[config.mk]
export PLATFORM = sky130hd
export DESIGN_NAME = mdr_mem_if
export DESIGN_NICKNAME = d
export VERILOG_FILES = /design/src/rtl/cpu_pkg.sv /design/src/rtl/reg32.sv /design/src/rtl/mdr_mem_if.sv
export SDC_FILE = /design/constraint.sdc
export NUM_CORES = 1
export LEC_CHECK = 0
export CAP_MARGIN = 20
export CELL_PAD_IN_SITES_DETAIL_PLACEMENT = 1
export CELL_PAD_IN_SITES_GLOBAL_PLACEMENT = 2
export CORE_ASPECT_RATIO = 1.75
export CORE_MARGIN = 3
export CORE_UTILIZATION = 26
export CTS_CLUSTER_DIAMETER = 30
export CTS_CLUSTER_SIZE = 40
export DETAILED_ROUTE_END_ITERATION = 10
export PLACE_DENSITY = 0.95
export RECOVER_POWER = 50
export SLEW_MARGIN = 20
export SYNTH_ARGS = -nofsm -noshare
export SYNTH_HDL_FRONTEND = slang
export SYNTH_SLANG_ARGS = --single-unit
[constraint.sdc]
create_clock -name clock -period 4.5 [get_ports clock]
set_input_delay 0.675 -clock clock [delete_from_list [all_inputs] [get_ports clock]]
set_output_delay 0.675 -clock clock [all_outputs]
set_load 0.02 [all_outputs]
[src/rtl/cpu_pkg.sv]
// Shared types and defaults for the MDR / memory handshake block.
package cpu_pkg;

    localparam int DATA_W      = 32;
    localparam int DEF_ADDR_W  = 9;
    localparam int DEF_TIMEOUT = 16;

    typedef enum logic [1:0] {
        ST_IDLE    = 2'd0,
        ST_RD_WAIT = 2'd1,
        ST_WR_WAIT = 2'd2
    } state_t;

endpackage

[src/rtl/reg32.sv]
// 32-bit register with synchronous active-low clear and load enable.
module reg32
    import cpu_pkg::*;
(
    input  logic              i_clock,
    input  logic              i_clear_n,
    input  logic              i_ld,
    input  logic [DATA_W-1:0] i_d,
    output logic [DATA_W-1:0] o_q
);

    logic [DATA_W-1:0] r_q;

    // Clear has priority over load; otherwise hold.
    always_ff @(posedge i_clock) begin
        if (!i_clear_n) begin
            r_q <= '0;
        end else if (i_ld) begin
            r_q <= i_d;
        end
    end

    assign o_q = r_q;

endmodule

[src/rtl/mdr_mem_if.sv]
// Memory Data Register plus the req/ack memory transaction engine behind it.
//
// state      | meaning
// -----------+-------------------------------------------------------
// ST_IDLE    | no transaction; accepts rd_req > wr_req > MDRin
// ST_RD_WAIT | read issued, waiting for mem_ack (MDR <= mem_rdata)
// ST_WR_WAIT | write issued, waiting for mem_ack (MDR unchanged)
module mdr_mem_if
    import cpu_pkg::*;
#(
    parameter int ADDR_W  = DEF_ADDR_W,
    parameter int TIMEOUT = DEF_TIMEOUT
) (
    input  logic              clock,
    input  logic              clear_n,
    input  logic [DATA_W-1:0] bus_in,
    input  logic              MDRin,
    input  logic [ADDR_W-1:0] mar_addr,
    input  logic              rd_req,
    input  logic              wr_req,
    output logic [DATA_W-1:0] busMuxIn_MDR,
    output logic [ADDR_W-1:0] mem_addr,
    output logic [DATA_W-1:0] mem_wdata,
    input  logic [DATA_W-1:0] mem_rdata,
    output logic              mem_req,
    output logic              mem_we,
    input  logic              mem_ack,
    output logic              busy,
    output logic              done,
    output logic              err
);

    // Counter is 8 bits wide, which covers the whole supported TIMEOUT range.
    localparam logic [7:0] TC = 8'(TIMEOUT - 1);

    state_t            r_state, w_state_nxt;
    logic [7:0]        r_cnt, w_cnt_nxt;
    logic [ADDR_W-1:0] r_addr, w_addr_nxt;
    logic [DATA_W-1:0] r_wdata, w_wdata_nxt;
    logic              r_we, w_we_nxt;
    logic              r_req, w_req_nxt;
    logic              r_busy, w_busy_nxt;
    logic              r_done, w_done_nxt;
    logic              r_err, w_err_nxt;
    logic              w_mdr_ld;
    logic [DATA_W-1:0] w_mdr_d;
    logic [DATA_W-1:0] w_mdr_q;

    // Next-state and registered-output decode; everything holds by default.
    always_comb begin
        w_state_nxt = r_state;
        w_cnt_nxt   = r_cnt;
        w_addr_nxt  = r_addr;
        w_wdata_nxt = r_wdata;
        w_we_nxt    = r_we;
        w_req_nxt   = r_req;
        w_busy_nxt  = r_busy;
        w_done_nxt  = 1'b0;
        w_err_nxt   = r_err;
        w_mdr_ld    = 1'b0;
        w_mdr_d     = bus_in;

        case (r_state)
            ST_IDLE: begin
                if (rd_req) begin
                    w_addr_nxt  = mar_addr;
                    w_we_nxt    = 1'b0;
                    w_req_nxt   = 1'b1;
                    w_busy_nxt  = 1'b1;
                    w_err_nxt   = 1'b0;
                    w_cnt_nxt   = '0;
                    w_state_nxt = ST_RD_WAIT;
                end else if (wr_req) begin
                    w_addr_nxt  = mar_addr;
                    w_wdata_nxt = w_mdr_q;
                    w_we_nxt    = 1'b1;
                    w_req_nxt   = 1'b1;
                    w_busy_nxt  = 1'b1;
                    w_err_nxt   = 1'b0;
                    w_cnt_nxt   = '0;
                    w_state_nxt = ST_WR_WAIT;
                end else if (MDRin) begin
                    w_mdr_ld = 1'b1;
                end
            end
            ST_RD_WAIT, ST_WR_WAIT: begin
                // An ack on the timeout edge still completes normally.
                if (mem_ack) begin
                    w_mdr_ld    = (r_state == ST_RD_WAIT);
                    w_mdr_d     = mem_rdata;
                    w_req_nxt   = 1'b0;
                    w_busy_nxt  = 1'b0;
                    w_done_nxt  = 1'b1;
                    w_state_nxt = ST_IDLE;
                end else if (r_cnt == TC) begin
                    w_req_nxt   = 1'b0;
                    w_busy_nxt  = 1'b0;
                    w_err_nxt   = 1'b1;
                    w_state_nxt = ST_IDLE;
                end else begin
                    w_cnt_nxt = r_cnt + 8'd1;
                end
            end
            default: begin
                w_state_nxt = ST_IDLE;
                w_req_nxt   = 1'b0;
                w_busy_nxt  = 1'b0;
            end
        endcase
    end

    // State and output registers with synchronous active-low reset.
    always_ff @(posedge clock) begin
        if (!clear_n) begin
            r_state <= ST_IDLE;
            r_cnt   <= '0;
            r_addr  <= '0;
            r_wdata <= '0;
            r_we    <= 1'b0;
            r_req   <= 1'b0;
            r_busy  <= 1'b0;
            r_done  <= 1'b0;
            r_err   <= 1'b0;
        end else begin
            r_state <= w_state_nxt;
            r_cnt   <= w_cnt_nxt;
            r_addr  <= w_addr_nxt;
            r_wdata <= w_wdata_nxt;
            r_we    <= w_we_nxt;
            r_req   <= w_req_nxt;
            r_busy  <= w_busy_nxt;
            r_done  <= w_done_nxt;
            r_err   <= w_err_nxt;
        end
    end

    reg32 u_mdr (
        .i_clock   (clock),
        .i_clear_n (clear_n),
        .i_ld      (w_mdr_ld),
        .i_d       (w_mdr_d),
        .o_q       (w_mdr_q)
    );

    assign busMuxIn_MDR = w_mdr_q;
    assign mem_addr     = r_addr;
    assign mem_wdata    = r_wdata;
    assign mem_we       = r_we;
    assign mem_req      = r_req;
    assign busy         = r_busy;
    assign done         = r_done;
    assign err          = r_err;

endmodule

Word level (Yosys, flattened, before mapping)
Cells that the tools add are included.

cells by class
  $add $sub $neg = 1
  multipliers = 0
  div/mod/pow operators = 0
  $lt $le $gt $ge = 0
  equal/unequal tests = 8
  shifts and indexed selects = 0
  mux-type cells = 31
  bitwise gates (word level) = 1
  reductions and logical operators = 10

operator list
  operator                                                         number
  32-bit two-way mux                                               2
  8-bit two-way mux                                                4
  9-bit two-way mux                                                2
  8-bit one-hot mux with 2 select lines                            1
  1-bit two-way mux                                                14
  8-bit by 1-bit adder with 8-bit output, second input constant    1
  8-bit by 4-bit == test with 1-bit output, second input constant  1
  2-bit two-way mux                                                4
  4-bit AND reduction                                              2
  2-bit != test, second input constant                             3
  3-bit != test, second input constant                             2
  1-bit one-hot mux with 2 select lines                            3
  2-bit AND reduction                                              3
  2-bit one-hot mux with 2 select lines                            1
  2-bit nonzero test                                               2
  3-bit AND reduction                                              1
  2-bit by 1-bit == test with 1-bit output, second input constant  1
  2-bit == test, second input constant                             1
  2-bit zero test                                                  1
  2-bit OR reduction                                               1
  1-bit inverter                                                   1

storage, ports and cells
  flip-flop bits (word level) = 87
  latch bits = 0
  memory bits (writable) = 0
  ROM bits = 0
  input bits = 79
  output and inout port bits = 78
  memories = 0

Longest topological paths before layout
  word-level depth = 4
  mapped depth = 8

Hierarchy
A second synthesis with hierarchy kept.

second synthesis, totals
  cell total of the unflattened synthesis = 419
  area total of the unflattened synthesis = 3873.7 µm²

modules (own cells, without submodules)
  module      times used  cells each  area an instance (µm²)
  mdr_mem_if  1           316         2630.0
  reg32       1           103         1243.7

Worst setup path before layout
Ideal clock, no wire load.

  path kind = register to register
  start point = register r_state[0]
  end point = register r_cnt[6]
  library setup time = 133 ps
  arrival time = 1615 ps
  slack = 2753 ps
  cell stages (with the launch flop) = 9
  path buffers = 2
  clock period less this slack = 1747 ps
  cell sequence = dfxtp_1 > inv_1 > ha_1 > buf_2 > nor3b_4 > a211oi_4 > and2_1 > buf_6 > o221ai_1

on the way
  word-level cells in the longest chain between the ends = 4
  elaborated cells between the ends (all ways) = 10
  those cells by class = eq/ne: 5; mux: 1; reduce/logical: 4

RTL lines
  item                                                                              line               RTL
  start, declared                                                                   mdr_mem_if.sv:36   state_t r_state, w_state_nxt;
  start signal, assigned                                                            mdr_mem_if.sv:125  r_state <= w_state_nxt;
  2-bit by 1-bit == test with 1-bit output / 2-bit == test (equally long branches)  mdr_mem_if.sv:63   case (r_state)
  2-bit OR reduction                                                                mdr_mem_if.sv:63
  2-bit != test (no source line) / 2-bit nonzero test (equally long branches)       n/a
  4-bit AND reduction (no source line)                                              n/a
  end signal, assigned                                                              mdr_mem_if.sv:126  r_cnt <= w_cnt_nxt;
  end, declared                                                                     mdr_mem_if.sv:37   logic [7:0] r_cnt, w_cnt_nxt;

Several ways; a longest one is shown, not always the timed one.
A chain may end at the register's enable or synchronous reset.

Worst setup path in the final report
  start point = input port wr_req
  end point = register r_state[1]

on the way
  word-level cells in the longest chain between the ends = 2

RTL lines
  item                                  line              RTL
  start, declared                       mdr_mem_if.sv:20  input logic wr_req,
  3-bit != test (no source line)        n/a
  2-bit AND reduction (no source line)  n/a

No other way between the ends.

==> metrics.md <==
| Metric | Value |
|---|---|
| Outcome | finished, violations left |
| Failing checks | capacitance limit, slew limit |
| Initial antenna violation count | 1 |
| Setup violations, final | 0 |
| RR Startpoint | r_state[0] |
| Hold-fix buffers, CTS | 0 |
| IO Pins | approximately 160 |
| Placer Congestion | 0.835 |
| Setup Slack @ Placement | 1400 ps |
| Largest net degree at the start of global routing | 73 |
| Die H | between 150 and 200 um |
| Initial DRC count | 135 |
| Register share of total power | 38.8% |
| R2R Path End | r_cnt[6] |
| Syn Nets | around 550 |
| Clock sink count | 87 |
| Syn avg cell area | between 8 and 9 um^2 |
| Leak | 2.57 nW |
| DIE AREA | 0.0166 mm^2 |
| DR WL met2 | slightly above 8000 um |
| Core ar. | between 0.01 and 0.015 mm^2 |
| CTS root buffer | clkbuf_16 |
| Netlist cell types | 39 |
| Num CTS Buffers | 9 |
| Max Slew Vio Count | 35 |
| Max-slew headroom | -22.7% |
| Crit. End Element | flop |
| Tmin final | between 3000 and 4000 ps |
| Latest clock arrival within the worst-skew pair | 340 ps |
| Met3 wire len | 463 um |
| CP Data Arrival Time | between 3000 and 4000 ps |
| TritonRoute pass-1 iters | 4 |
| CP required | between 4000 and 5000 ps |
| HPWL after DPL | 10100 um |
| Max Cap Violations | 1 |
| R2R depth | 6 |
| Critical Path Start | wr_req |
| Min Hold Slack | 462 ps |
| Yosys reg bits | just under 90 |
| Yosys top cell by area | dfxtp_1 |
| CTS tree | done |
| Most used DFF post-synth | dfxtp_1 |
| ANT nets after route | 0 |
| Worst Setup EP | r_state[1] |
| Hold Fails Final Rpt | 0 |
| Grt total ovfl | 0 |
| CTS Buffer Depth | 2 |
| Synthesis warning total | 0 |
| Top cell type's share of synthesized area | between 40 and 50% |
| Routed length on met1 | 5000 um |
| First-pass GRT wire length | 22300 um |
| Most common cell in the netlist | nand2_1 |
| Clock-pin transition on the worst setup and hold timing paths | around 60 ps |
| Mapped Cells | approximately 460 |
| Via density | around 5 |
| Row Count | 58 |
| Combinational fraction of design power | roughly a quarter |
| Die width | 98.6 um |
| Post-synthesis sequential area ratio | 44.6% |
| Largest cells by area after synthesis | dfxtp_1 (45%), nand2_1 (13%), nand3_1 (9.4%) |
| PwrDens | 384 mW/mm^2 |
| Max Freq | roughly 330 MHz |
| Number of port buffers | ~160 |
| Hold Path Depth | 2 |
| Setup WS post-layout | 1440 ps |
| CP startpoint kind | input pin |
| DR vias | between 3000 and 4000 |
| Post-layout net count | roughly 680 |
| Vias in the first global route | approximately 4200 |
| Worst vdd ir | roughly 0.22 mV |
| Initial Util | about 27% |
| Worst-margin pin slew | approximately 1800 ps |
| Post_cts resized | 0 |
| Switching part of the total | ~29% |
| Tcrit/Tclk final | about two thirds |
| Routed Wire Length | about 14000 um |
| Cell Int Power | around 1.6 mW |
| Post-synth EDFFs | 0 |
| Commonest cells in the synthesized netlist | nand2_1 (132), dfxtp_1 (87), nand3_1 (73) |
| Synth-to-layout area growth | 50.4% |
| Post-CTS Setup Repair Bufs | 0 |
| RSZ-0062 raised after global routing | false |
| R2R setup slack | between 1500 and 2000 ps |
| Setup TNS | 0 ps |
| Crit path max fanout | 34 |
| GRT Total Usage | between 15 and 20% |
| Min-Delay Path Class | reg -> reg |
| Post-route cell area | about 0.006 mm^2 |
| Clock skew | approximately 7.2 ps |
| Post-Syn Area | a little under 0.004 mm^2 |
| Critical path start-end classification | in -> reg |
| Routed len/inst | 18.3 um |
| Share of layout cells above drive strength 1 | under 10% |
| Area post-placement | 0.00553 mm^2 |
| Clock power share | between 30% and 40% |
| NetSw | between 0.6 and 0.7 mW |
| DRC Markers | 0 |
| Fraction of registers with async set/reset | 0% |
| Top routing layer used | met4 |
| H-tree levels | 3 |
[stage by stage]
stage / instances / power, mW / util (%)
final: 779 / 2.25 / 40.4
after detailed placement: 764 / 1.43 / 38.1
after CTS: 778 / 2.30 / 40.4
after global placement: 764 / 1.42 / 38.1
after floorplan: 464 / 1.18 / -
after global routing: 779 / 2.36 / 40.4
[critical path, cell delays in order]
cell and delay (ps):
dlygate4sd3_1 680, and3b_1 220, clkbuf_1 1330, nand2_1 190
o22ai_1 220
[area by class of cell]
class,instances,area (um^2)
antenna,1,2.50
inverter,2,7.51
fill,1730,8640
sequential,87,1740
clock inverter,4,95.1
tap,180,225
clock buffer,10,239
timing repair buffer,160,1580
multi-input combinational,335,1980
[how the worst min path moves through the flow]
stage	end	start
6_report	mem_wdata[7]	mem_wdata[7]
5_1_grt	mem_addr[2]	mem_addr[2]
4_1_cts	mem_wdata[8]	mem_wdata[8]
3_5_place_dp	mem_wdata[8]	mem_wdata[8]
3_3_place_gp	mem_wdata[8]	mem_wdata[8]
2_1_floorplan	r_state[1]	r_state[1]
[metal layers]
| layer | GRT usage [%] | vias up |
|---|---|---|
| met1 | 16.9 | 1917 |
| met2 | 32.4 | 95 |
| li1 | - | 1880 |
| met4 | 9.75 | 0 |
| met5 | 0 | - |
| met3 | 2.94 | 36 |
[power groups by stage]
stage	sequential (mW)	clock [mW]	combinational, mW
2_1_floorplan	0.949	0	0.229
3_3_place_gp	0.891	0	0.524
3_5_place_dp	0.895	0	0.540
4_1_cts	0.878	0.880	0.544
5_1_grt	0.884	0.911	0.566
6_report	0.876	0.854	0.524
[flip-flops by register name (all words and copies together) (netlist names), 2 cells and up]
signal     count
r_cnt          8
u_mdr.o_q     32
mem_addr       9
mem_wdata     32
r_state        2
[cell families after synthesis]
group	count (synthesis)	synth area share (%)
AOI/OAI and AO/OA	93	20.9
adders and majority gates	4	1.28
buffers and inverters	42	4.81
DFF	87	44.6
and+or+nand+nor	238	28.4
[layout by cell type (no fill, tap or decap), drive strengths merged, types with 2 or more instances in the layout]
master / Yosys / layout
o211a: 32 / 32
clkbuf: 20 / 11
and3b: 4 / 4
nand2: 132 / 132
dfxtp: 87 / 87
and3: 3 / 3
inv: 2 / 2
o221ai: 3 / 3
ha: 4 / 4
nand4: 5 / 5
o211ai: 3 / 3
nand3: 74 / 74
o22ai: 5 / 5
buf: 20 / 5
nand2b: 3 / 3
dlygate4sd3: 0 / 53
nor2b: 3 / 3
nand3b: 2 / 2
a21oi: 4 / 4
nor2: 5 / 5
clkdlybuf4s50: 0 / 101
bufinv: 0 / 3
a21boi: 41 / 41
No activity file was read; power rests on OpenSTA's default activity.
